$ cat src/rtl/rs_pkg.sv
// rs_pkg: FSM state encoding and a constant-width helper shared by the
// receive_serializer block.
package rs_pkg;
  typedef enum logic {IDLE = 1'b0, SEND = 1'b1} state_t;
  function automatic int rs_clog2(input int n);
    int r;
    r = 0;
    while ((1 << r) < n) r++;
    return r;
  endfunction
endpackage

$ cat src/rtl/rs_word_select.sv
// rs_word_select: NUM_CH-to-1 mux picking one data/address pair from the
// packed shadow buses.
module rs_word_select #(
  parameter int NUM_CH = 8,
  parameter int DATA_W = 19,
  parameter int ADDR_W = 6,
  parameter int SEL_W  = 3
) (
  input  logic [NUM_CH*DATA_W-1:0] i_data,
  input  logic [NUM_CH*ADDR_W-1:0] i_addr,
  input  logic [SEL_W-1:0]         i_sel,
  output logic [DATA_W-1:0]        o_data,
  output logic [ADDR_W-1:0]        o_addr
);
  always_comb begin
    o_data = '0;
    o_addr = '0;
    for (int k = 0; k < NUM_CH; k++) begin
      if (i_sel == SEL_W'(k)) begin
        o_data = i_data[k*DATA_W +: DATA_W];
        o_addr = i_addr[k*ADDR_W +: ADDR_W];
      end
    end
  end
endmodule

$ cat src/rtl/receive_serializer.sv
// receive_serializer: captures NUM_CH data/address pairs on start and
// streams them out one word per accepted handshake.
module receive_serializer
  import rs_pkg::*;
#(
  parameter int NUM_CH = 8,
  parameter int DATA_W = 19,
  parameter int ADDR_W = 6
) (
  input  logic                     clk,
  input  logic                     rst_n,
  input  logic                     start,
  input  logic [NUM_CH*DATA_W-1:0] data_in,
  input  logic [NUM_CH*ADDR_W-1:0] addr_in,
  input  logic                     out_ready,
  output logic                     out_valid,
  output logic [DATA_W-1:0]        data_out,
  output logic [ADDR_W-1:0]        addr_out,
  output logic                     busy,
  output logic                     done
);
  localparam int CW = rs_clog2(NUM_CH);
  localparam logic [CW-1:0] LAST = CW'(NUM_CH - 1);
  state_t                   r_state;
  state_t                   w_next;
  logic [CW-1:0]            r_ch;
  logic [NUM_CH*DATA_W-1:0] r_data;
  logic [NUM_CH*ADDR_W-1:0] r_addr;
  logic                     r_done;
  logic                     w_cap;
  logic                     w_xfer;
  logic                     w_last;
  logic [DATA_W-1:0]        w_data;
  logic [ADDR_W-1:0]        w_addr;
  always_comb begin
    w_cap  = (r_state == IDLE) && start;
    w_xfer = (r_state == SEND) && out_ready;
    w_last = r_ch == LAST;
    w_next = w_cap ? SEND : (w_xfer && w_last) ? IDLE : r_state;
  end
  always_ff @(posedge clk or negedge rst_n) begin
    if (!rst_n) r_state <= IDLE;
    else r_state <= w_next;
  end
  // Shadow buses are loaded only on the IDLE capture edge, so input changes
  // during SEND never reach the output stream.
  always_ff @(posedge clk or negedge rst_n) begin
    if (!rst_n) begin
      r_ch   <= '0;
      r_data <= '0;
      r_addr <= '0;
      r_done <= 1'b0;
    end else begin
      r_done <= w_xfer && w_last;
      if (w_cap) begin
        r_data <= data_in;
        r_addr <= addr_in;
        r_ch   <= '0;
      end else if (w_xfer) begin
        r_ch <= w_last ? '0 : r_ch + 1'b1;
      end
    end
  end
  rs_word_select #(
    .NUM_CH(NUM_CH),
    .DATA_W(DATA_W),
    .ADDR_W(ADDR_W),
    .SEL_W (CW)
  ) u_sel (
    .i_data(r_data),
    .i_addr(r_addr),
    .i_sel (r_ch),
    .o_data(w_data),
    .o_addr(w_addr)
  );
  assign out_valid = r_state == SEND;
  assign busy      = out_valid;
  assign data_out  = out_valid ? w_data : '0;
  assign addr_out  = out_valid ? w_addr : '0;
  assign done      = r_done;
endmodule

$ cat config.mk
export PLATFORM = sky130hd
export DESIGN_NAME = receive_serializer
export DESIGN_NICKNAME = d
export VERILOG_FILES = /design/src/rtl/rs_pkg.sv /design/src/rtl/rs_word_select.sv /design/src/rtl/receive_serializer.sv
export SDC_FILE = /design/constraint.sdc
export NUM_CORES = 1
export LEC_CHECK = 0
export ABC_AREA = 1
export CAP_MARGIN = 20
export CORE_MARGIN = 2
export CORE_UTILIZATION = 50
export CTS_CLUSTER_SIZE = 10
export DETAILED_ROUTE_END_ITERATION = 6
export DONT_BUFFER_PORTS = 1
export PLACE_DENSITY = 0.66
export SLEW_MARGIN = 20
export SYNTH_ARGS = -nofsm -noshare
export SYNTH_HDL_FRONTEND = slang
export SYNTH_HIERARCHICAL = 1
export SYNTH_SLANG_ARGS = --single-unit
$ cat constraint.sdc
create_clock -name clk -period 2.6 [get_ports clk]
set_input_delay 0.39 -clock clk [delete_from_list [all_inputs] [get_ports clk]]
set_output_delay 0.39 -clock clk [all_outputs]
set_load 0.05 [all_outputs]
==> results by stage <==
Outcome:
- The run finished, with violations left.
- The checks that failed: hold timing.

Power and ir drop:
- Cell internal power was estimated by the tool at just over 0.009 W.
- Net switching is 41.58% of the power.
- Power spread over the standard cell area amounts to 1379 mW/mm^2.
- For this design the total switching power over the nets is 0.006620 W.
- The overall power consumption is around 0.016 W.
- The combinational group share of total power is 46.3%.
- Of the total power, registers draw 34.4%.
- Across the VDD grid, the largest voltage drop is approximately 1.1 mV.
- In this run the static leakage power is 5.924 nW.
- Per report_power, the clock group accounts for 19.3% of the total.

Placed design:
- The count of buffers added on input and output ports is 0.
- The weighted congestion reported at the end of routability-driven placement is 0.8003.
- Once detailed placement completed, the half-perimeter wirelength came to about 18000 um.

Critical path:
- Traced cell by cell, the critical path runs through inv_8, nor3_4, buf_4, clkbuf_16, nand2_1, nand4_1, nand2_1, inv_1, buf_12.
- The critical path class is flop to primary output.
- The critical path capture point type is a primary output.
- Among all stages on the critical path, the largest delay is contributed by sky130_fd_sc_hd__dfrtp_2.
- In this run the worst path has a maximum fanout of 27.
- The element type at the critical path start is a flop.
- The worst path required time is 2.21 ns.
- The combined buffer and inverter count along the critical path is 5.
- The most used cell along the critical path is sky130_fd_sc_hd__nand2_1.
- The data arrival time at the worst-slack endpoint is 2.17 ns.
- On the critical path the largest part of the delay comes from buffers and inverters.
- The delay of the slowest cell on the worst path is 0.52 ns.

GRT:
- Global routing consumed, on the met3 layer, under 10% of the routing resources.
- The first global-routing pass estimated 44710 um of wire.
- The number of antenna violations at the first check in global routing is 0.
- For this run the aggregate overflow at the end of global routing stands at 0.
- The met2 demand-to-capacity share in global routing is a little over two fifths.
- The global routing stage identified its most utilized layer as met2.
- The number of global-route vias before repair came to about 8000.
- Entering global routing, the biggest net connects 206 pins.
- In the global route stage, overall resource usage came out at 26.14%.
- The fraction of met1 tracks used by global routing is 35.92%.

STA:
- The tightest hold path in the finished design has a slack of -0.4287 ns.
- The worst path uses 98.56% of the clock period.
- The clock period minus worst slack is 2.563 ns.
- Setup repair after global routing could not meet its margin everywhere.
- The normalized max-slew margin is 47.02%.
- The hold violation count in the final report is 205.
- At the pin with the least slew margin, the transition time is between 0.7 and 0.8 ns.
- For this run, the top clock speed supported by timing is 390.2 MHz.
- The max-slew violation count was 0.
- Setup violations remaining at the end of the flow were counted as 0.
- The maximum clock skew at final layout is 0.009654 ns.

Synth:
- The share of Yosys cell area claimed by the top area cell type is a little over 50%.
- Yosys mapped the design onto 18 distinct sky130hd cell types.
- The cell area after synthesis is 0.01013 mm^2.
- The sequential element share of the synthesized area is 50.64%.
- The largest area contributor in the synthesized netlist is sky130_fd_sc_hd__dfrtp_1.
- The number of warnings reported in the yosys synthesis log is 6.
- Averaged over all synthesized cells, the footprint is 7.841 um^2.
- Counting every net in the synthesized netlist gives 1498.
- In this run, synthesis produced a sequential element count of 205.
- After synthesis, the cell types taking the most area are sky130_fd_sc_hd__dfrtp_1, sky130_fd_sc_hd__nand2_1, sky130_fd_sc_hd__nand3_1.
- Synthesis handed over a netlist of 1292 instances.

CTS:
- Hold repair after CTS inserted 4 buffers.
- CTS built an H-tree with a depth of 1.
- Clock-pin slew was measured on the worst setup and hold paths at 0.06 ns.
- The cell at the root of the clock tree is sky130_fd_sc_hd__clkbuf_16.
- The clock net sink count is 205.
- The clock buffer count from CTS is 25.
- The later-pin clock latency in the skew report is 0.52 ns.
- The clock tree from TritonCTS is done.
- In this run the deepest clock path goes through 3 buffers.

Floorplanning:
- The site row count is 52.
- The chip height is about 150 um.
- The boundary pin count is 232.
- The initial utilization of the core area, before any placement, comes to 50.56%.
- The core box area is 0.02004 mm^2.
- The area enclosed by the die boundary is 0.02142 mm^2.
- The die is 146.3 um wide.

Detailed routing:
- The detail route stage leaves a number of antenna-violating nets equal to 0.
- After detailed routing, the number of remaining DRC violations is 0.
- The starting DRC count in detailed routing is 682.
- The routed via count is 8807.
- The first TritonRoute pass finished after 6 iterations.
- The overall routed net length is 28910 um.
- Dividing the detail-routed wire length by the instance count gives 18.61 um.
- After detailed routing, the number of vias per cell comes to 5.671.

Finish:
- The number of diodes is 0.
- The library cell used most frequently in the layout, excluding fill and tap cells, is sky130_fd_sc_hd__nand2_1.
- The sequential cell area is ~0.0051 mm^2.
- The layout net count is 1482.
- The number of fill cells in the layout is between 1500 and 2000.
- The layout overhead on the synthesized area is 13.97%.
- In the layout the commonest cells are sky130_fd_sc_hd__nand2_1, sky130_fd_sc_hd__nand3_1, sky130_fd_sc_hd__dfrtp_1, sky130_fd_sc_hd__nand4_1, sky130_fd_sc_hd__inv_1.
- For this run, the share of the core covered by cells in the final layout is 57.62%.
- The share of layout cells above drive strength 1 is 8.807%.
- The footprint of the multi-input gates is 0.004168 mm^2.

Hold path:
- The class of the tightest hold or removal check is input pin to async pin.

Run:
- Across the run, the number of max-cap violations was 0.
==> worst paths after layout <==
path | depth (start not counted) | to | slack [ns] | startpoint
setup reg to reg | 4 | r_data[65] | 0.82 | busy
hold / removal | 0 | r_data[9] | -0.43 | rst_n
setup / recovery | 9 | data_out[1] | 0.04 | r_ch[1]
hold reg to reg | 2 | r_addr[27] | 0.47 | r_addr[27]
max in group asynchronous | 0 | busy | 2.65 | rst_n
min in group clk | 2 | r_data[150] | 0.01 | data_in[150]
==> per-layer routing <==
layer | up-vias | share of wire (%)
met5 | - | 0
met4 | 0 | 3.0
met3 | 61 | 7.9
met2 | 369 | 48
met1 | 4174 | 41
li1 | 4203 | -
==> timing repair <==
action / CTS / global route
pin swaps: 0 / 3
buffers inserted: 5 / 7
setup endpoints to repair: 25 / 25
gates cloned: 0 / 4
resized for setup: 7 / 27
endpoints found under the hold margin: 209 / 205
==> power by group through the flow <==
stage	Sequential, W	Clock (W)	Combinational [W]
CTS	0.00546	0.00312	0.00706
finish	0.00548	0.00307	0.00737
global placement	0.00548	0	0.00684
detailed placement	0.00550	0	0.00695
floorplan	0.00518	0	0.00454
global route	0.00564	0.00326	0.00799
==> area by class of cell <==
cell class | instances | share of cell area [%]
Tap cell | 270 | 2.926
Inverter | 58 | 2.124
Multi-Input combinational cell | 922 | 36.10
Sequential cell | 205 | 44.47
Clock inverter | 2 | 0.1517
Timing Repair Buffer | 63 | 8.333
Clock buffer | 32 | 5.819
Timing Repair inverter | 1 | 0.07586
==> logic make-up (layout without fill, tap and decap cells) <==
kind of cell | after synthesis | in the layout | synth area share [%]
adder cells (fa/ha/maj) | 2 | 2 | 0.2470
AO/OA/AOI/OAI | 1 | 1 | 0.04935
AND/OR/NAND/NOR | 919 | 919 | 40.46
flip-flops | 205 | 205 | 50.64
buffers and inverters | 165 | 156 | 8.608
==> metrics by stage <==
| stage | cell area, um^2 | setup TNS [ns] | setup slack [ns] | hold WS, ns | instances |
|---|---|---|---|---|---|
| 3_5_place_dp | 10520 | 0 | 0.4011 | 0.1048 | 1499 |
| 4_1_cts | 11310 | 0 | 0.002261 | -0.4457 | 1542 |
| 6_report | 11550 | 0 | 0.03745 | -0.4287 | 1553 |
| 5_1_grt | 11550 | -0.4780 | -0.05632 | -0.4493 | 1553 |
| 2_1_floorplan | 10130 | 0 | 0.6282 | 0.09441 | 1292 |
| 3_3_place_gp | 10520 | 0 | 0.4398 | 0.1059 | 1499 |
==> registers in the layout, summed over array words and instances, names as in the netlist <==
name / cells
done: 1
r_data: 152
r_ch: 3
busy: 1
r_addr: 48
==> worst register-to-register path: cells and delay by family, from the launching register on <==
| kind | cells | cell delay [ns] |
|---|---|---|
| simple gates | 2 | 0.54 |
| buf+inv | 2 | 0.68 |
| flops | 1 | 0.49 |
==> Yosys cell counts <==
cell type / count
sky130_fd_sc_hd__buf_1: 4
sky130_fd_sc_hd__nor3_4: 3
sky130_fd_sc_hd__dfrtp_1: 205
sky130_fd_sc_hd__nand3_1: 229
sky130_fd_sc_hd__buf_4: 5
sky130_fd_sc_hd__nand2_2: 2
sky130_fd_sc_hd__buf_6: 20
sky130_fd_sc_hd__clkbuf_1: 15
sky130_fd_sc_hd__ha_1: 2
sky130_fd_sc_hd__nand2_1: 507
sky130_fd_sc_hd__inv_2: 2
sky130_fd_sc_hd__nor2_4: 1
sky130_fd_sc_hd__buf_2: 63
sky130_fd_sc_hd__nand4_1: 125
sky130_fd_sc_hd__inv_1: 54
sky130_fd_sc_hd__nor2_1: 52
sky130_fd_sc_hd__o21ai_0: 1
sky130_fd_sc_hd__inv_4: 2
Note: power is estimated with default switching activity, not from simulation.
